**src/rtl/ahb_resp_mux_if.sv**
```systemverilog
// AHB-Lite response-mux bus bundle: decoder select, address-phase HTRANS,
// per-slave responses in, muxed master response out.
interface ahb_resp_mux_if #(
  parameter int NUM_S = 4,
  parameter int DW    = 32
);
  logic [NUM_S-1:0]    H_sel_i;
  logic [1:0]          H_trans_i;
  logic [NUM_S-1:0]    H_ready_s_i;
  logic [NUM_S-1:0]    H_resp_s_i;
  logic [NUM_S*DW-1:0] H_rdata_s_i;
  logic                H_ready_o;
  logic                H_resp_o;
  logic [DW-1:0]       H_rdata_o;
  logic [NUM_S-1:0]    H_dsel_o;

  // Mux side of the bundle.
  modport slave (
    input  H_sel_i, H_trans_i, H_ready_s_i, H_resp_s_i, H_rdata_s_i,
    output H_ready_o, H_resp_o, H_rdata_o, H_dsel_o
  );

  // Fabric/master side of the bundle.
  modport master (
    output H_sel_i, H_trans_i, H_ready_s_i, H_resp_s_i, H_rdata_s_i,
    input  H_ready_o, H_resp_o, H_rdata_o, H_dsel_o
  );
endinterface

```
**src/rtl/ahb_resp_mux.sv**
```systemverilog
// AHB-Lite slave-to-master response multiplexer with registered data-phase
// select and a built-in default slave answering unmapped transfers.
module ahb_resp_mux #(
  parameter int NUM_S   = 4,
  parameter int DW      = 32,
  parameter int DEF_ERR = 1
) (
  input  logic               H_clk,
  input  logic               H_rst,
  ahb_resp_mux_if.slave      bus
);

  typedef enum logic [1:0] {
    S_IDLE,
    S_ERR1,
    S_ERR2
  } state_t;

  state_t           state, state_nxt;
  logic [NUM_S-1:0] dsel, dsel_nxt;
  logic [NUM_S-1:0] sel_pri;
  logic             unmapped_active;
  logic             hready;
  logic             hresp;
  logic [DW-1:0]    hrdata;

  // Isolate the lowest set bit so a multi-hot select resolves to the lowest index.
  assign sel_pri = bus.H_sel_i & (~bus.H_sel_i + NUM_S'(1));

  assign unmapped_active = (DEF_ERR != 0) && (bus.H_sel_i == '0) && bus.H_trans_i[1];

  always_ff @(posedge H_clk) begin
    if (H_rst) begin
      state <= S_IDLE;
      dsel  <= '0;
    end else begin
      state <= state_nxt;
      dsel  <= dsel_nxt;
    end
  end

  always_comb begin
    state_nxt = state;
    dsel_nxt  = dsel;
    case (state)
      S_ERR1: state_nxt = S_ERR2;
      default: begin
        if (hready) begin
          state_nxt = unmapped_active ? S_ERR1 : S_IDLE;
          dsel_nxt  = sel_pri;
        end
      end
    endcase
  end

  always_comb begin
    hready = 1'b1;
    hresp  = 1'b0;
    hrdata = '0;
    for (int unsigned k = 0; k < NUM_S; k++) begin
      if (dsel[k]) begin
        hready = bus.H_ready_s_i[k];
        hresp  = bus.H_resp_s_i[k];
        hrdata = bus.H_rdata_s_i[k*DW +: DW];
      end
    end
    // The default slave's two-cycle ERROR overrides any slave path.
    case (state)
      S_ERR1: begin
        hready = 1'b0;
        hresp  = 1'b1;
        hrdata = '0;
      end
      S_ERR2: begin
        hready = 1'b1;
        hresp  = 1'b1;
        hrdata = '0;
      end
      default: ;
    endcase
  end

  assign bus.H_ready_o = hready;
  assign bus.H_resp_o  = hresp;
  assign bus.H_rdata_o = hrdata;
  assign bus.H_dsel_o  = dsel;

endmodule

```
**src/flat_wrapper.sv**
```systemverilog
// flat-port wrapper written by rule: the top's interface ports become plain ports
module ahb_resp_mux_flat 
#(
  parameter int NUM_S   = 4,
  parameter int DW      = 32,
  parameter int DEF_ERR = 1
)
  (H_clk, H_rst, bus_H_sel_i, bus_H_trans_i, bus_H_ready_s_i, bus_H_resp_s_i, bus_H_rdata_s_i, bus_H_ready_o, bus_H_resp_o, bus_H_rdata_o, bus_H_dsel_o);
  ahb_resp_mux_if #(.NUM_S(NUM_S), .DW(DW)) bus_i ();
  input  logic H_clk;
  input  logic H_rst;
  input wire logic [$bits(bus_i.H_sel_i)-1:0] bus_H_sel_i;
  input wire logic [$bits(bus_i.H_trans_i)-1:0] bus_H_trans_i;
  input wire logic [$bits(bus_i.H_ready_s_i)-1:0] bus_H_ready_s_i;
  input wire logic [$bits(bus_i.H_resp_s_i)-1:0] bus_H_resp_s_i;
  input wire logic [$bits(bus_i.H_rdata_s_i)-1:0] bus_H_rdata_s_i;
  output wire logic [$bits(bus_i.H_ready_o)-1:0] bus_H_ready_o;
  output wire logic [$bits(bus_i.H_resp_o)-1:0] bus_H_resp_o;
  output wire logic [$bits(bus_i.H_rdata_o)-1:0] bus_H_rdata_o;
  output wire logic [$bits(bus_i.H_dsel_o)-1:0] bus_H_dsel_o;
  assign bus_i.H_sel_i = bus_H_sel_i;
  assign bus_i.H_trans_i = bus_H_trans_i;
  assign bus_i.H_ready_s_i = bus_H_ready_s_i;
  assign bus_i.H_resp_s_i = bus_H_resp_s_i;
  assign bus_i.H_rdata_s_i = bus_H_rdata_s_i;
  assign bus_H_ready_o = bus_i.H_ready_o;
  assign bus_H_resp_o = bus_i.H_resp_o;
  assign bus_H_rdata_o = bus_i.H_rdata_o;
  assign bus_H_dsel_o = bus_i.H_dsel_o;
  ahb_resp_mux #(.NUM_S(NUM_S), .DW(DW), .DEF_ERR(DEF_ERR)) u_core (.H_clk(H_clk), .H_rst(H_rst), .bus(bus_i));
endmodule
```
**config.mk**
```make
export PLATFORM = sky130hd
export DESIGN_NAME = ahb_resp_mux_flat
export DESIGN_NICKNAME = d
export VERILOG_FILES = /design/src/rtl/ahb_resp_mux_if.sv /design/src/rtl/ahb_resp_mux.sv /design/src/flat_wrapper.sv
export SDC_FILE = /design/constraint.sdc
export NUM_CORES = 1
export LEC_CHECK = 0
export ABC_AREA = 1
export CORE_MARGIN = 4
export CORE_UTILIZATION = 27
export CTS_CLUSTER_SIZE = 24
export DETAILED_ROUTE_END_ITERATION = 16
export GPL_ROUTABILITY_DRIVEN = 0
export HOLD_SLACK_MARGIN = 0.03
export PLACE_DENSITY = 0.9
export SYNTH_ARGS = -nofsm -noshare
export SYNTH_HDL_FRONTEND = slang
export SYNTH_SLANG_ARGS = --single-unit
export TNS_END_PERCENT = 10
```
**constraint.sdc**
```tcl
create_clock -name H_clk -period 2.4 [get_ports H_clk]
set_input_delay 0.48 -clock H_clk [delete_from_list [all_inputs] [get_ports H_clk]]
set_output_delay 0.48 -clock H_clk [all_outputs]
set_load 0.02 [all_outputs]
```
# Yosys cells after proc, flatten, opt, wreduce, memory -nomap -nowiden
# Cells that the tools add are included.
dict set report totals {
  reg_bits 6
  wordCells 33
  out_inout_bits 38
  inputBits 144
}
dict set report classes {
  n_mux 18
  n_addsub 1
  n_reduce_logical 6
  eq_ne 2
  bitwise 3
}
# operator n
set op_table {}
lappend op_table {{$mux W32} 5}
lappend op_table {{$mux W1} 10}
lappend op_table {{$add A4 B1 Y4 const B} 1}
lappend op_table {{$and A4 B4 Y4} 1}
lappend op_table {{$logic_not A4 Y1} 1}
lappend op_table {{$mux W2} 2}
lappend op_table {{$not A4 Y4} 1}
lappend op_table {{$reduce_or A2 Y1} 2}
lappend op_table {{$eq A2 B1 Y1 const B} 1}
lappend op_table {{$eq A2 B2 Y1 const B} 1}
lappend op_table {{$pmux W1 S2} 1}
lappend op_table {{$reduce_and A2 Y1} 1}
lappend op_table {{$reduce_bool A2 Y1} 1}
lappend op_table {{$logic_and A1 B1 Y1} 1}
lappend op_table {{$not A1 Y1} 1}

# Longest topological paths before layout
dict set report logic_depth {
  word_depth 7
  ltp_mapped 11
  mapped_depth_nobuf 10
}

# Worst setup path after synthesis
# Ideal clock, no wire load.
dict set report synth_path {
  path_type {reg2out}
  from {register u_core.dsel[0] (netlist: u_core.bus.H_dsel_o[0])}
  to {output port bus_H_resp_o}
  setup_slack_ps 450
  arrival_time_ps 1470
  t_required_ps 1920
  n_path_buf 1
  path_stages_with_launch 6
  path_cell_list {dfxtp_1 > inv_1 > nor2_8 > buf_2 > a221oi_1 > o21ai_0}
}
dict set report synth_between {
  elab_chain_cells 5
}
# item line_no
set synth_rtl {}
lappend synth_rtl {{start: declaration} ahb_resp_mux.sv:20} ;# logic [NUM_S-1:0] dsel, dsel_nxt;
lappend synth_rtl {{start signal: assignment} ahb_resp_mux.sv:38} ;# dsel <= dsel_nxt;
lappend synth_rtl {{$mux W1 (4 in a row)} ahb_resp_mux.sv:61} ;# if (dsel[k]) begin
lappend synth_rtl {{$mux W1} ahb_resp_mux.sv:68} ;# case (state)
lappend synth_rtl {{end: declaration} flat_wrapper.sv:18} ;# output wire logic [$bits(bus_i.H_resp_o)-1:0] bus_H_resp_o;
# Every way passes these cells.

# Final worst setup path
dict set report layout_path {
  from {register u_core.state[0]}
  to {output port bus_H_rdata_o[21]}
}
dict set report layout_between {
  elab_chain_cells 3
  elab_cells_between_ends 4
  classes_between {eq/ne (2); mux (1); reduce/logical (1)}
}
# item line_no
set layout_rtl {}
lappend layout_rtl {{start: declaration} ahb_resp_mux.sv:19} ;# state_t state, state_nxt;
lappend layout_rtl {{start signal: assignment} ahb_resp_mux.sv:37} ;# state <= state_nxt;
lappend layout_rtl {{$eq A2 B1 Y1 or $eq A2 B2 Y1 (tied branches)} ahb_resp_mux.sv:68}
lappend layout_rtl {{$reduce_or A2 Y1 (no source line) (*)} -}
lappend layout_rtl {{$mux W32 (*)} ahb_resp_mux.sv:68}
lappend layout_rtl {{end: declaration} flat_wrapper.sv:19} ;# output wire logic [$bits(bus_i.H_rdata_o)-1:0] bus_H_rdata_o;
# Mark *: on every way between the ends. The rest lies on a longest branch, timed or not.

==> flow_metrics.tcl <==
set metrics [dict create \
    outcome "finished, final reports clean" \
    finalWirelength_mm 7.105 \
    hold_path.startpoint "u_core.state[0]" \
    synth-seq-cells 6 \
    final.setup.tns_ps 0 \
    ctsHtreeMaxLevel 1 \
    vias_per_cell 5.021 \
    hold_path_end "u_core.state[0]" \
    yosys_warnings 0 \
    postCtsHoldBufs 0 \
    fin_cells 486 \
    die_h_um 78.78 \
    synth.distinct_cells 18 \
    clockRootBuffer "clkbuf_8" \
    synthAdderAreaFrac_pct 1.850 \
    syn_area_per_cell_um2 5.454 \
    yosysSeqAreaShare_pct 8.881 \
    vias 2440 \
    cp.required_ps 1920 \
    grt_max_degree 47 \
    drtIter0Drc 106 \
    r2r_start "u_core.bus.H_dsel_o[0]" \
    fin_nets 567 \
    core_um2 4786 \
    place_area_um2 3278 \
    skew_ps 2.394 \
    area_growth_syn_to_layout_pct 142.8 \
    slew_violations 0 \
    synth_top_family_by_area "compound AO/OA/AOI/OAI gates" \
    max_cap_viol_count 0 \
    hold_depth 2 \
    port_buffers 180 \
    r2r_end "u_core.bus.H_dsel_o[2]" \
    leakagePower_nw 1.463 \
    fmax_ghz 0.4446 \
    min_path_type "register to register" \
    synthMuxAreaShare_pct 0 \
    critPathLaunchType "register" \
    crit_type "register to output pin" \
    ir_worst_vdd_uv 628.5 \
    antenna_found_initial 0 \
    total_power_mw 3.950 \
    num_rows 25 \
    final_cell_mix "146 x clkdlybuf4s50_1, 67 x o21ai_0, 47 x nand2_1, 42 x a21oi_1, 31 x a22oi_1" \
    clock_path_buffers 2 \
    dieArea_um2 6206 \
    dieWidth_um 78.78 \
    crit_arrival_ps 1770 \
    numCtsBuffers 3 \
    initial_core_util_pct 28.26 \
    syn_nets 394 \
    synth-compound-area-share_pct 58.19 \
    ant_nets 0 \
    track_usage_pct 21.08 \
    final_area_um2 3284 \
    insertedDiodeCount 0 \
    worst_pin_slew_ps 276.6 \
    ios 182 \
    rsz0062_at_grt "true" \
    wl_per_cell_um 14.62 \
    layout-drive-gt1-share_pct 4.057 \
    clock_sinks 6 \
    final-hold-violation-count 0 \
    synthSimpleGateAreaFrac_pct 19.43 \
    final_common_cell "clkdlybuf4s50_1" \
    r2r_cells 11 \
    rrSetupSlack_ps 850 \
    finalCriticalPeriod_ps 2249 \
    worst-path-max-fanout 18 \
    first_pass_iters 4 \
    cts_tree "done" \
    clock_latency_ps 220 \
    max-slew-margin-rel_pct 81.54 \
    cp-end-kind "output pin" \
    grt_overflow 0 \
    dp_hpwl_mm 5.597 \
    finalSetupViolCount 0 \
    postCtsSetupBuffers 0 \
    powerDensity_nw_per_um2 1203 \
    synth_xor_area_share_pct 0 \
    grt_pass1_wl_mm 10.70 \
    drc_errors 0 \
    finalCritPeriodShare_pct 93.72 \
    dp.cells 483 \
    fillers 430 \
    synthCells 248 \
    grt_pass1_vias 2322 \
    path_clk_slew_ps 30 \
    synth_area_um2 1353 \
]
[stage by stage]
| stage | util [%] | setup WS, ps | hold WS (ps) |
|---|---|---|---|
| after global placement | 68.50 | -35.13 | 488.7 |
| after CTS | 68.50 | 69.59 | 519.7 |
| after floorplan | - | 450.2 | 473.9 |
| after detailed placement | 68.50 | -52.09 | 515.0 |
| after global routing | 68.63 | -4.833 | 548.2 |
| final | 68.63 | 150.7 | 519.5 |
[how the worst max path moves through the flow]
stage                     slack, ps                   start  cells after the start                end
after floorplan                 450  u_core.bus.H_dsel_o[0]                      5       bus_H_resp_o
final                           150         u_core.state[0]                      6  bus_H_rdata_o[21]
after global routing             -5         u_core.state[0]                      6  bus_H_rdata_o[24]
after global placement          -40      bus_H_ready_s_i[1]                      8      bus_H_ready_o
after CTS                        70  u_core.bus.H_dsel_o[3]                      5       bus_H_resp_o
after detailed placement        -50      bus_H_ready_s_i[1]                      8      bus_H_ready_o
[final cells by class]
| class | instances | area (um^2) | share of cell area, % |
|---|---|---|---|
| clock buffer | 3 | 41.29 | 1.257 |
| inverter | 12 | 45.04 | 1.371 |
| tap | 67 | 83.83 | 2.552 |
| sequential | 6 | 120.1 | 3.657 |
| timing repair buffer | 192 | 1919 | 58.44 |
| multi-input combinational | 206 | 1075 | 32.72 |
[where the power goes]
part | total (mW) | internal (mW) | leakage (nW) | switching, mW
Combinational | 3.62 | 1.54 | 1.39 | 2.08
Sequential | 0.176 | 0.134 | 0.0492 | 0.0428
Clock | 0.151 | 0.108 | 0.0216 | 0.0434
Total | 3.95 | 1.78 | 1.46 | 2.17
[cell families after synthesis]
logic type	count (synthesis)
adders and majority gates	2
and+or+nand+nor	63
AOI/OAI and AO/OA	141
buffers and inverters	36
DFF	6
[sequential cells by signal, summed over array words and instances (netlist names)]
signal,cells
u_core.bus.H_dsel_o,4
u_core.state,2
[critical path, stage by stage (launching register included)]
cell	delay (ps)
dfxtp_1	350
inv_1	50
ha_1	320
buf_4	210
o21ai_0	110
a21oi_1	140
dlygate4sd2_1	360
[metal layers]
| metal | part of all wire [%] | routed length, um | track usage, % |
|---|---|---|---|
| met1 | 37 | 2601 | 22.32 |
| met2 | 49 | 3468 | 39.90 |
| met3 | 13 | 926 | 5.782 |
| met4 | 1.5 | 108 | 6.818 |
| met5 | 0 | 0 | 0 |
[synth_stat cells]
master    number  share of area [%]
buf_2          6                2.2
nand3_1        6                2.2
a221oi_1       1               0.65
inv_2          1               0.28
a22oi_1       31                 17
ha_1           2                1.8
clkbuf_1      14                3.9
inv_1         10                2.8
nor2_1         8                2.2
clkinv_1       1               0.28
buf_6          2                1.7
a21oi_1       42                 16
and3_1         1               0.46
dfxtp_1        6                8.9
nor2_8         1                1.5
nand2_1       47                 13
buf_1          2               0.56
o21ai_0       67                 25
[timing repair]
item / CTS / global route
cloned: 0 / 0
pin swaps: 0 / 0
resized for setup: 33 / 4
endpoints found under the hold margin: 0 / 0
setup endpoints to repair: 33 / 4
Note: power is estimated with default switching activity, not from simulation.
